==> src/rtl/multi_cycle_sequencer.sv <==
// Control sequencer for a five-state multi-cycle MIPS-style datapath (IF, ID, EX, MEM, WB).
// Strobes are combinational from the registered state; a retired-instruction counter tracks completions.
module multi_cycle_sequencer #(
    parameter int CNT_W = 32
) (
    input  logic             clk,
    input  logic             rst,
    input  logic [5:0]       opcode,
    input  logic             zero,
    input  logic             mem_ready,
    output logic [2:0]       state,
    output logic             mem_req,
    output logic             mem_we,
    output logic             iord,
    output logic             ir_write,
    output logic             pc_write,
    output logic             reg_write,
    output logic             alu_src_a,
    output logic [1:0]       alu_src_b,
    output logic [1:0]       alu_op,
    output logic [1:0]       pc_src,
    output logic             reg_dst,
    output logic             mem_to_reg,
    output logic             ext_zero,
    output logic             illegal_op,
    output logic [CNT_W-1:0] retired
);

    localparam logic [2:0] S_IF  = 3'd0;
    localparam logic [2:0] S_ID  = 3'd1;
    localparam logic [2:0] S_EX  = 3'd2;
    localparam logic [2:0] S_MEM = 3'd3;
    localparam logic [2:0] S_WB  = 3'd4;

    localparam logic [5:0] OP_R    = 6'b000000;
    localparam logic [5:0] OP_J    = 6'b000010;
    localparam logic [5:0] OP_BEQ  = 6'b000100;
    localparam logic [5:0] OP_ADDI = 6'b001000;
    localparam logic [5:0] OP_ORI  = 6'b001101;
    localparam logic [5:0] OP_LW   = 6'b100011;
    localparam logic [5:0] OP_SW   = 6'b101011;

    logic [2:0]       state_q, state_d;
    logic             rst_q;
    logic [CNT_W-1:0] retired_q, retired_d;
    logic             retire;
    logic             quiet;

    // Strobes stay low in the reset cycle and the one after it; the first fetch follows.
    assign quiet = rst | rst_q;

    always_ff @(posedge clk) begin
        if (rst) begin
            state_q   <= S_IF;
            rst_q     <= 1'b1;
            retired_q <= '0;
        end else begin
            state_q   <= state_d;
            rst_q     <= 1'b0;
            retired_q <= retired_d;
        end
    end

    always_comb begin
        state_d = state_q;
        retire  = 1'b0;
        if (quiet) begin
            state_d = S_IF;
        end else begin
            case (state_q)
                S_IF: if (mem_ready) state_d = S_ID;
                S_ID: begin
                    case (opcode)
                        OP_J: begin
                            state_d = S_IF;
                            retire  = 1'b1;
                        end
                        OP_R, OP_BEQ, OP_ADDI, OP_ORI, OP_LW, OP_SW: state_d = S_EX;
                        default: state_d = S_IF;
                    endcase
                end
                S_EX: begin
                    case (opcode)
                        OP_R, OP_ADDI, OP_ORI: state_d = S_WB;
                        OP_LW, OP_SW:          state_d = S_MEM;
                        OP_BEQ: begin
                            state_d = S_IF;
                            retire  = 1'b1;
                        end
                        default: state_d = S_IF;
                    endcase
                end
                S_MEM: begin
                    if (mem_ready) begin
                        if (opcode == OP_SW) begin
                            state_d = S_IF;
                            retire  = 1'b1;
                        end else if (opcode == OP_LW) begin
                            state_d = S_WB;
                        end else begin
                            state_d = S_IF;
                        end
                    end
                end
                S_WB: begin
                    state_d = S_IF;
                    retire  = 1'b1;
                end
                default: state_d = S_IF;
            endcase
        end
        retired_d = retired_q + {{(CNT_W-1){1'b0}}, retire};
    end

    always_comb begin
        mem_req    = 1'b0;
        mem_we     = 1'b0;
        iord       = 1'b0;
        ir_write   = 1'b0;
        pc_write   = 1'b0;
        reg_write  = 1'b0;
        alu_src_a  = 1'b0;
        alu_src_b  = 2'd0;
        alu_op     = 2'd0;
        pc_src     = 2'd0;
        reg_dst    = 1'b0;
        mem_to_reg = 1'b0;
        ext_zero   = 1'b0;
        illegal_op = 1'b0;
        if (!quiet) begin
            case (state_q)
                S_IF: begin
                    mem_req = 1'b1;
                    if (mem_ready) begin
                        ir_write  = 1'b1;
                        pc_write  = 1'b1;
                        alu_src_b = 2'd1;
                    end
                end
                S_ID: begin
                    alu_src_b = 2'd3;
                    case (opcode)
                        OP_J: begin
                            pc_write = 1'b1;
                            pc_src   = 2'd2;
                        end
                        OP_R, OP_BEQ, OP_ADDI, OP_ORI, OP_LW, OP_SW: ;
                        default: illegal_op = 1'b1;
                    endcase
                end
                S_EX: begin
                    alu_src_a = 1'b1;
                    case (opcode)
                        OP_R:    alu_op = 2'd2;
                        OP_ADDI: alu_src_b = 2'd2;
                        OP_ORI: begin
                            alu_src_b = 2'd2;
                            alu_op    = 2'd3;
                            ext_zero  = 1'b1;
                        end
                        OP_LW, OP_SW: alu_src_b = 2'd2;
                        OP_BEQ: begin
                            alu_op   = 2'd1;
                            pc_write = zero;
                            pc_src   = 2'd1;
                        end
                        default: ;
                    endcase
                end
                S_MEM: begin
                    mem_req = 1'b1;
                    iord    = 1'b1;
                    mem_we  = (opcode == OP_SW);
                end
                S_WB: begin
                    reg_write  = 1'b1;
                    reg_dst    = (opcode == OP_R);
                    mem_to_reg = (opcode == OP_LW);
                end
                default: ;
            endcase
        end
    end

    assign state   = state_q;
    assign retired = retired_q;

endmodule

==> config.mk <==
export PLATFORM = sky130hd
export DESIGN_NAME = multi_cycle_sequencer
export DESIGN_NICKNAME = d
export VERILOG_FILES = /design/src/rtl/multi_cycle_sequencer.sv
export SDC_FILE = /design/constraint.sdc
export NUM_CORES = 1
export LEC_CHECK = 0
export ABC_AREA = 0
export CAP_MARGIN = 20
export CORE_AREA = 2 2 67 85
export CTS_BUF_LIST = sky130_fd_sc_hd__clkbuf_8
export CTS_CLUSTER_SIZE = 25
export DETAILED_ROUTE_END_ITERATION = 10
export DIE_AREA = 0 0 69 87
export GPL_ROUTABILITY_DRIVEN = 0
export PLACE_DENSITY = 0.67
export SYNTH_ARGS = -nofsm -noshare
export SYNTH_HDL_FRONTEND = slang
export SYNTH_SLANG_ARGS = --single-unit
==> constraint.sdc <==
create_clock -name clk -period 6.2 [get_ports clk]
set_clock_uncertainty 0.05 [all_clocks]
set_input_delay 1.24 -clock clk [delete_from_list [all_inputs] [get_ports clk]]
set_output_delay 1.24 -clock clk [all_outputs]
set_load 0.02 [all_outputs]
Word-level counts from Yosys, hierarchy flattened

Index checks and enable logic that the tools add are counted.

Input bits: 10
Register bits: 36
Word-level logic and storage cells: 78

Multiplexer cells: 51
Add/subtract/negate cells: 1
Bitwise operators: 1
Equal/unequal tests: 12
Reduce and logical (&&, ||, !) cells: 10

Operators by type and width:

| cell                                                | count |
|---|---|
| two-way mux 1 bit                                   | 33 |
| adder 32 x 1 -> 32 bit                              | 1 |
| two-way mux 2 bit                                   | 7 |
| equality test 6 x 4 -> 1 bit, second input constant | 2 |
| equality test 6 bit, second input constant          | 2 |
| two-way mux 3 bit                                   | 4 |
| one-hot mux 2 bit (3 select lines)                  | 2 |
| one-hot mux 3 bit (4 select lines)                  | 1 |
| OR reduction 7 bit                                  | 1 |
| equality test 3 x 2 -> 1 bit, second input constant | 2 |
| equality test 6 x 2 -> 1 bit, second input constant | 1 |
| equality test 6 x 3 -> 1 bit, second input constant | 1 |
| zero test 6 bit                                     | 1 |
| one-hot mux 3 bit (2 select lines)                  | 1 |
| OR reduction 2 bit                                  | 3 |
| OR reduction 6 bit                                  | 1 |
| inequality test 2 bit, second input constant        | 2 |
| one-hot mux 1 bit (4 select lines)                  | 1 |
| one-hot mux 2 bit (2 select lines)                  | 1 |
| OR reduction 4 bit                                  | 1 |
| equality test 3 x 1 -> 1 bit, second input constant | 1 |
| equality test 3 bit, second input constant          | 1 |
| zero test 3 bit                                     | 1 |
| one-hot mux 1 bit (3 select lines)                  | 1 |
| other kinds (3)                                     | 3 |

Longest topological paths before layout

Word-level depth: 6
Gate-level depth with buffers: 12

Worst setup path after synthesis

Ideal clock, no wire load.

Kind: in2reg
From: in opcode[2]
To: reg retired_q[18] (netlist: retired[18])
Data required time: 6.080 ns
Slack: 1.843 ns
Data arrival time: 4.237 ns
Library setup time: 0.070 ns
Cell stages on the path: 12
Buffers on the path: 2
Cell sequence: buf_6 > or3_4 > or4_1 > a211o_1 > a311oi_2 > ha_1 > ha_1 > and2_1 > clkbuf_1 > nand4_2 > or4_1 > a21oi_1

Longest elaborated chain between the ends: 6

Ends and longest elaborated chain:

| item                                 | RTL line | text |
|---|---|---|
| start: declaration                   | 8        | `input logic [5:0] opcode,` |
| equality test 6 bit                  | 95       | `if (opcode == OP_SW) begin` |
| two-way mux 1 bit                    | 95       |  |
| two-way mux 1 bit                    | 94       | `if (mem_ready) begin` |
| one-hot mux 1 bit (4 select lines) * | 70       | `case (state_q)` |
| two-way mux 1 bit *                  | 67       | `if (quiet) begin` |
| adder 32 x 1 -> 32 bit *             | 112      | `retired_d = retired_q + {{(CNT_W-1){1'b0}}, retire};` |
| end signal: assignment               | 60       | `retired_q <= retired_d;` |
| end: declaration                     | 45       | `logic [CNT_W-1:0] retired_q, retired_d;` |

Every way passes the cells marked *; elsewhere a longest branch is shown, timed or not.
A chain may end at the register's enable or synchronous reset.

Final worst setup path

From: in opcode[0]
To: out pc_write

Longest elaborated chain between the ends: 4

Ends and longest elaborated chain:

| item                                                                                | RTL line | text |
|---|---|---|
| equality test 6 x 3 -> 1 bit / equality test 6 x 2 -> 1 bit (equally long branches) | 153, 142 |  |
| two-way mux 1 bit, on equally long branches                                         | 153, 142 |  |
| one-hot mux 1 bit (3 select lines) *                                                | 131      | `case (state_q)` |
| two-way mux 1 bit *                                                                 | 130      | `if (!quiet) begin` |
| end: declaration                                                                    | 16       | `output logic pc_write,` |

Marks and branches as above.

==> flow_metrics.env <==
export IMPL_status="finished, final reports clean"
export IMPL_synthMuxAreaShare=0
export IMPL_firstDrtPassIters=4
export IMPL_swShare=0.218
export IMPL_path_max_fanout=11
export IMPL_cts_root_buf="clkbuf_8"
export IMPL_die_w_um=69
export IMPL_synth_avg_cell_area_um2=8.05
export IMPL_initial_core_util=0.385
export IMPL_leakagePower_nw=0.909
export IMPL_vias_per_cell=5.64
export IMPL_clkLatencyLatePin_ps=280
export IMPL_multi_input_area_mm2=0.00120
export IMPL_h_tree_depth=2
export IMPL_p_seq_frac=0.530
export IMPL_synth_nets=263
export IMPL_cts_buffers=5
export IMPL_crit_type="input pin to output pin"
export IMPL_placement_io_buffers=61
export IMPL_tns_ps=0
export IMPL_regArea_um2=721
export IMPL_route_detailed_drc=0
export IMPL_ctsResizeCount=0
export IMPL_ys_async_sr_fraction=0
export IMPL_cts_sinks=36
export IMPL_power_internal_mw=0.344
export IMPL_hp_class="flop to flop"
export IMPL_ant_nets=0
export IMPL_slew_limit_headroom=0.556
export IMPL_vias=2076
export IMPL_ios=62
export IMPL_synth_edf_count=0
export IMPL_gr_usage_all_layers=0.176
export IMPL_reg2reg_to="retired[27]"
export IMPL_hold_depth=2
export IMPL_core_area_mm2=0.00526
export IMPL_synthDistinctLibCells=40
export IMPL_final_hold_viol_count=0
export IMPL_arrival_ps=3820
export IMPL_drt_iter0_drc=149
export IMPL_period_minus_slack_ps=5110
export IMPL_grt_pass1_wl_um=8780
export IMPL_hp_start="retired[18]"
export IMPL_final_cell_mix="clkdlybuf4s50_1, dfxtp_1, a21oi_1, nor2_1"
export IMPL_irDropWorstVdd_mv=0.0976
export IMPL_synth_simple_area_share=0.359
export IMPL_slew_viol_final=0
export IMPL_synth_cells=251
export IMPL_num_rows=30
export IMPL_layout_nets=316
export IMPL_worst_pin_slew_ps=664
export IMPL_drt_wl_total_um=5150
export IMPL_worstHoldEndpoint="retired[18]"
export IMPL_wl_per_cell_um=14.0
export IMPL_final_common_cell="clkdlybuf4s50_1"
export IMPL_seq_area_frac_synth=0.357
export IMPL_synth_xor_area_share=0.0520
export IMPL_hpwl_um=3750
export IMPL_p_clk_frac=0.403
export IMPL_synth_ff_type="dfxtp_1"
export IMPL_ys_warn_count=0
export IMPL_worstReg2RegStart="state[1]"
export IMPL_synthAdderAreaFrac=0.0124
export IMPL_die_y_um=87
export IMPL_synth_top_family_by_area="simple AND/OR/NAND/NOR gates"
export IMPL_startpoint_type="input pin"
export IMPL_power_mw=0.439
export IMPL_synth_seq_cells=36
export IMPL_worst_ep_required_time_ps=4910
export IMPL_fin_crit_sh=0.824
export IMPL_grt_max_degree=22
export IMPL_area_growth_pct=35.7
export IMPL_cts_tree="built"
export IMPL_antennaDiodeCount=0
export IMPL_cts_setup_buffers=0
export IMPL_rsz0062_at_grt="no"
export IMPL_synth_compound_area_frac=0.173
export IMPL_cts_hold_buf=0
export IMPL_reg2reg_depth=8
export IMPL_ctsLongestPathBuffers=2
export IMPL_drv_cap=0
export IMPL_grt_overflow_total=0
export IMPL_setup_viol=0
export IMPL_drive_gt1_frac=0.0526
export IMPL_power_density_mw_per_mm2=160
export IMPL_critPathCaptureType="output pin"
export IMPL_fmax_mhz=196
export IMPL_combPwrFrac=0.067
export IMPL_clk_pin_slew_ps=70
export IMPL_synth_area_mm2=0.00202
export IMPL_rrSetupSlack_ps=2790
export IMPL_grt_pass1_vias=1865
export IMPL_grt_antenna_before_repair=0
export IMPL_dp_cells=361
export IMPL_switchingPower_mw=0.0957
export IMPL_instances_no_fill=368
export IMPL_num_fill_cells=511
export IMPL_die_area_mm2=0.00600
## layer usage
metal | vias up | global-route usage | part of all wire
met4 | 0 | 0.0624 | 0.017
met5 | - | 0 | 0
met1 | 976 | 0.209 | 0.44
li1 | 1034 | - | -
met3 | 9 | 0.0428 | 0.054
met2 | 57 | 0.310 | 0.49
## through the flow
stage / instance area [um^2] / hold WS, ps / setup WS, ps / util
after floorplan: 2020 / 501 / 1840 / -
after global placement: 2650 / 425 / 1140 / 0.504
after detailed placement: 2650 / 434 / 1030 / 0.504
after CTS: 2740 / 444 / 1110 / 0.522
after global routing: 2740 / 463 / 939 / 0.522
final: 2740 / 441 / 1090 / 0.522
## area by class of cell
type                            count  area share
Clock buffer                        7      0.0351
Timing Repair Buffer               62       0.225
Multi-Input combinational cell    193       0.439
Inverter                            6     0.00821
Sequential cell                    36       0.263
Tap cell                           64      0.0292
## registers in the layout, indices dropped and copies added, names as in the netlist
register and count:
state 3, retired 32, rst_q 1
## kinds of logic (layout without fill, tap and decap cells)
logic type	count (synthesis)	after routing
adders and majority gates	2	2
and+or+nand+nor	124	124
AOI/OAI and AO/OA	55	55
buffers and inverters	22	75
DFF	36	36
xor gates and xnor gates	12	12
## worst max-delay path, stage by stage
cell and delay (ps):
clkdlybuf4s50_1 580, or3_4 470, or4_1 470, a211oi_1 250, o211a_1 200, clkdlybuf4s50_1 610
## synthesized netlist by cell type (2+ instances only)
master | n | area, um^2
a21oi_1 | 24 | 120
clkbuf_1 | 11 | 41.3
o21ai_0 | 5 | 25.0
nor3_1 | 8 | 40.0
xor2_1 | 9 | 78.8
or4_1 | 17 | 128
o31ai_1 | 15 | 113
and2_1 | 8 | 50.1
o21ai_1 | 2 | 10.0
dfxtp_1 | 36 | 721
ha_1 | 2 | 25.0
and3_1 | 8 | 50.1
and4_1 | 5 | 43.8
xnor2_1 | 3 | 26.3
nand3_1 | 15 | 75.1
nor2b_1 | 3 | 18.8
inv_1 | 6 | 22.5
nand4_2 | 2 | 25.0
nor3b_1 | 2 | 15.0
or3_1 | 4 | 25.0
nand2_1 | 17 | 63.8
buf_2 | 4 | 20.0
nand2b_1 | 3 | 18.8
nor2_1 | 19 | 71.3
nand4_1 | 8 | 50.1
## power by group through the flow
stage	logic (mW)	registers, mW	clock network (mW)
6_report	0.0293	0.233	0.177
5_1_grt	0.0324	0.233	0.192
4_1_cts	0.0293	0.233	0.184
3_5_place_dp	0.0291	0.238	0
3_3_place_gp	0.0292	0.238	0
2_1_floorplan	0.0173	0.238	0
## how the worst max path moves through the flow
stage / from / end / slack [ps] / cells past startpoint
floorplan: opcode[2] / retired[18] / 1840 / 12
finish: opcode[0] / pc_write / 1090 / 6
CTS: opcode[0] / pc_write / 1110 / 6
global route: opcode[0] / pc_write / 940 / 6
global placement: opcode[0] / retired[27] / 1140 / 10
detailed placement: opcode[0] / retired[27] / 1030 / 10
Power figures use the tool's default switching activity.
==> edit 1, RTL diff (config.mk and constraints unchanged) <==
Register the output `retired` once more; this adds one clock of latency there. The other outputs are not delayed to match. Comments in the files are not updated.
--- a/src/rtl/multi_cycle_sequencer.sv
+++ b/src/rtl/multi_cycle_sequencer.sv
@@ -183,7 +183,9 @@
     end
 
     assign state   = state_q;
-    assign retired = retired_q;
+    always_ff @(posedge clk) begin
+        retired <= retired_q;
+    end
 
 endmodule
 
Formal check against the unedited RTL: not equivalent (Yosys sat finds a counterexample within 4 cycles, from zero or initial values and one cycle with rst high).
==> edit 1 against the unedited design <==
- cell area up 25%
- die area unchanged
- synthesized cell count up 11%
- register-to-register slack got worse by 0.33 ns
- routed wire length rose by 6.6%
- setup slack better by 0.20 ns
- sequential power grew 88%
- area after synthesis grew 29%
- sequential cell count grew 32
- count of clock-buffer cells in the layout rose by 4
- via count rose by 7.6%
- total power up 91%
- highest routed layer unchanged
- largest cell class is now flip-flops and latches
==> edit 1: results <==
export IMPL_dp_final_hpwl_um=3690
export IMPL_crit_path_end="mem_we"
export IMPL_cp_arrival_ns=3.62
export IMPL_portBuffers=61
export IMPL_path_max_fanout=9
export IMPL_leakage_nw=1.15
export IMPL_startpoint="opcode[2]"
export IMPL_vias=2233
export IMPL_hold_path_startpoint="retired_q[0]"
export IMPL_drt_iter0_markers=117
export IMPL_routedWlPerCell_um=13.6
export IMPL_grt_pass1_vias=1936
export IMPL_htreeDepth=3
export IMPL_drive_gt1_share_pct=5.59
export IMPL_grt_pass1_wl_um=9030
export IMPL_ff2ff_path_depth=9
export IMPL_dp_slack_ns=1.07
export IMPL_r2r_slack_ns=2.46
export IMPL_grt_max_degree=35
export IMPL_status="completed"
export IMPL_ir_drop_mv=0.182
export IMPL_criticalPathCategory="in -> out"
export IMPL_maxSlewHeadroom_pct=49.7
export IMPL_whs_ns=0.310
export IMPL_ys_seq_area_share_pct=52.2
export IMPL_yosysUniqueCellTypes=41
export IMPL_grt_total_usage_pct=18.6
export IMPL_clock_latency_ns=0.34
export IMPL_cts_buffers=9
export IMPL_ys_top_cells_by_count="dfxtp_1 (68), a21oi_1 (21), nor2_1 (20)"
export IMPL_synth_area_leaders="dfxtp_1 (52%), a21oi_1 (4.0%), or4_1 (3.7%)"
export IMPL_fin_nets=347
export IMPL_fill_cells=462
export IMPL_firstDrtPassIters=4
==> edit 1: changes by cell type after synthesis, sizes merged, moves of 4 or more <==
| cell | change |
|---|---|
| dfxtp | +32 |
| and2 | -7 |
| and3 | -6 |
| or3 | +6 |
| xnor2 | +5 |
| nor3 | +4 |
| o31ai | -4 |
| or4 | -4 |
| xor2 | -4 |
==> edit 1: worst min path at each step <==
stage | endpoint | cells past startpoint
final | retired[0] | 0
after global routing | retired[0] | 0
after CTS | retired[0] | 0
after detailed placement | retired[0] | 0
after global placement | retired[0] | 0
after floorplan | retired[0] | 0
==> edit 1: layout make-up <==
| cell class | instances | share of cell area [%] |
|---|---|---|
| tap | 64 | 2.33 |
| clock inverter | 5 | 1.71 |
| sequential | 68 | 39.6 |
| timing repair buffer | 62 | 18.0 |
| inverter | 6 | 0.655 |
| clock buffer | 11 | 4.40 |
| multi-input combinational | 188 | 33.4 |
==> edit 1: cell families (layout without fill, tap and decap cells) <==
group / Yosys count / count (layout) / synth area share [%]
buf+inv: 23 / 84 / 3.84
simple gates: 121 / 121 / 26.2
compound gates: 52 / 52 / 12.4
xor+xnor: 13 / 13 / 4.36
flops: 68 / 68 / 52.2
fa+ha+maj: 2 / 2 / 0.959
==> edit 1: metal layers <==
layer  global-route usage, %  vias up  wire, µm
met5                       0        -         0
met4                    9.27        0       114
met3                    4.86       12       289
met2                    28.7       56      2580
met1                    24.1     1043      2510
li1                        -     1122         -
==> edit 1: per-stage QoR <==
step | cells | utilization (%) | instance area [µm²]
after global routing | 404 | 65.5 | 3440
after floorplan | 279 | - | 2610
final | 404 | 65.5 | 3440
after global placement | 388 | 61.5 | 3230
after detailed placement | 388 | 61.5 | 3230
after CTS | 404 | 65.5 | 3440
==> edit 1: worst max-delay path, cell delays in order <==
cell and delay, ns:
clkdlybuf4s50_1 0.55, nor3b_1 0.60, nor2b_1 0.41, and3_1 0.22, clkdlybuf4s50_1 0.60
==> edit 1: where the power goes <==
part	internal, mW	switching [mW]
clock network	0.208	0.165
registers	0.437	0.00140
logic	0.0129	0.0165
==> edit 2, RTL diff (same flow settings) <==
Without the edit above. The parameter `CNT_W` goes from 32 to 36.
--- a/src/rtl/multi_cycle_sequencer.sv
+++ b/src/rtl/multi_cycle_sequencer.sv
@@ -1,7 +1,7 @@
 // Control sequencer for a five-state multi-cycle MIPS-style datapath (IF, ID, EX, MEM, WB).
 // Strobes are combinational from the registered state; a retired-instruction counter tracks completions.
 module multi_cycle_sequencer #(
-    parameter int CNT_W = 32
+    parameter int CNT_W = 36
 ) (
     input  logic             clk,
     input  logic             rst,
Interface: changed (resized retired); port bits go from 62 to 66. No check against the original RTL was run, so the function may have changed too.
==> edit 2 against the unedited design <==
- cell count rose by 8.4%
- via count rose by 8.2%
- sequential cell count rose by 4
- setup slack improved by 0.34 ns
- hold slack improved by 0.0081 ns
- routed wire length rose by 6.7%
- total power rose by 4.7%
- area after synthesis rose by 13%
- cell area rose by 9.8%
- critical endpoint unchanged
==> edit 2: results <==
export IMPL_status="completed"
export IMPL_topRoutingLayerUsed="met4"
export IMPL_yosysUniqueCellTypes=49
export IMPL_wl_met3_um=320
export IMPL_cts_buffers=5
export IMPL_grt_pass1_wl_um=9230
export IMPL_dp_final_hpwl_um=4060
export IMPL_syn_area_per_cell_um2=8.12
export IMPL_htreeDepth=2
export IMPL_grt_pass1_vias=1983
export IMPL_routed_wl_um=5500
export IMPL_path_max_fanout=9
export IMPL_fill_cells=517
export IMPL_grt_total_usage_pct=18.3
export IMPL_r2r_start="state[2]"
export IMPL_clkTransAtPathRegs_ns=0.08
export IMPL_ys_seq_area_share_pct=35.2
export IMPL_synth_area_leaders="dfxtp_1 (35%), nor2_1 (4.5%), xor2_1 (3.9%)"
export IMPL_synth_fp_nets=292
export IMPL_p_switching_mw=0.110
export IMPL_post_cts_resized=0
export IMPL_worstMarginPinSlew_ns=0.570
export IMPL_drt_iter0_markers=116
export IMPL_yosysWarnings=0
export IMPL_dp_cells=391
export IMPL_antenna_found_initial=0
export IMPL_wl_met1_um=2490
export IMPL_leakage_nw=1.03
export IMPL_grt_max_degree=45
export IMPL_power_share_clock_pct=36.7
export IMPL_ys_top_cells_by_count="dfxtp_1 (40), nor2_1 (27), nand2_1 (18)"
export IMPL_startpoint="opcode[0]"
export IMPL_fin_nets=346
export IMPL_clock_latency_ns=0.29
export IMPL_drive_gt1_share_pct=6.57
export IMPL_crit_family="buffers and inverters"
export IMPL_hold_path_startpoint="retired[26]"
export IMPL_portBuffers=65
export IMPL_critPathMaxStageDelay_ns=0.62
export IMPL_clockBufferDepth=2
export IMPL_combinationalPower_mw=0.0330
export IMPL_ir_drop_mv=0.0835
export IMPL_clockRootBuffer="clkbuf_8"
export IMPL_largest_reg_flops=36
export IMPL_firstDrtPassIters=5
export IMPL_synth_edf_count=0
export IMPL_fin_cells=399
export IMPL_met2_length_um=2560
export IMPL_synthArstFlopShare_pct=0
export IMPL_antenna_cells=0
export IMPL_dpl_instance_area_um2=2920
export IMPL_cp_arrival_ns=3.48
export IMPL_viasPerCell=5.63
export IMPL_hp_class="reg -> reg"
==> edit 2: cell count changes in the layout (fill, tap and decap cells not counted), moves of 3 or more <==
cell             change
a21oi_1              -7
and2_1               -3
clkdlybuf4s50_1      +4
dfxtp_1              +4
mux2_2               +6
nor2_1               +8
nor2b_1              +9
nor4_1               +7
o31ai_1              -4
or4_1                -6
==> edit 2: metal layers <==
layer / vias up / track usage [%]
li1: 1137 / -
met1: 1023 / 23.1
met2: 73 / 31.1
met3: 14 / 4.05
met5: - / 0
met4: 0 / 6.06
==> edit 2: per-stage QoR <==
stage / setup slack, ns / power [mW]
global placement: 1.29 / 0.297
CTS: 1.43 / 0.467
global route: 1.06 / 0.482
finish: 1.43 / 0.460
floorplan: 2.18 / 0.283
detailed placement: 1.17 / 0.297
==> edit 2: cells by family (layout without fill, tap and decap cells) <==
group | count (synthesis) | count (layout) | synth area share (%)
flip-flops | 40 | 40 | 35.2
AND/OR/NAND/NOR | 145 | 145 | 36.4
AO/OA/AOI/OAI | 46 | 46 | 13.3
adder cells (fa/ha/maj) | 2 | 2 | 1.10
buffers and inverters | 26 | 81 | 5.01
multiplexers | 8 | 8 | 3.96
XOR/XNOR | 13 | 13 | 5.01
==> edit 2: cell type report <==
cell class / instances / area (µm²) / share of cell area (%)
clock buffers: 5 / 68.8 / 2.29
clock inverters: 3 / 18.8 / 0.623
inverters: 7 / 26.3 / 0.872
multi-input cells: 214 / 1360 / 45.1
flip-flops and latches: 40 / 801 / 26.6
well taps: 64 / 80.1 / 2.66
repair buffers: 66 / 658 / 21.9
==> edit 2: worst paths after layout <==
path / end / slack [ns] / cells past startpoint
worst max-delay path: pc_write / 1.43 / 6
worst min-delay path: retired[26] / 0.45 / 2
worst max register to register: retired[34] / 2.77 / 10
worst min register to register: retired[26] / 0.45 / 2
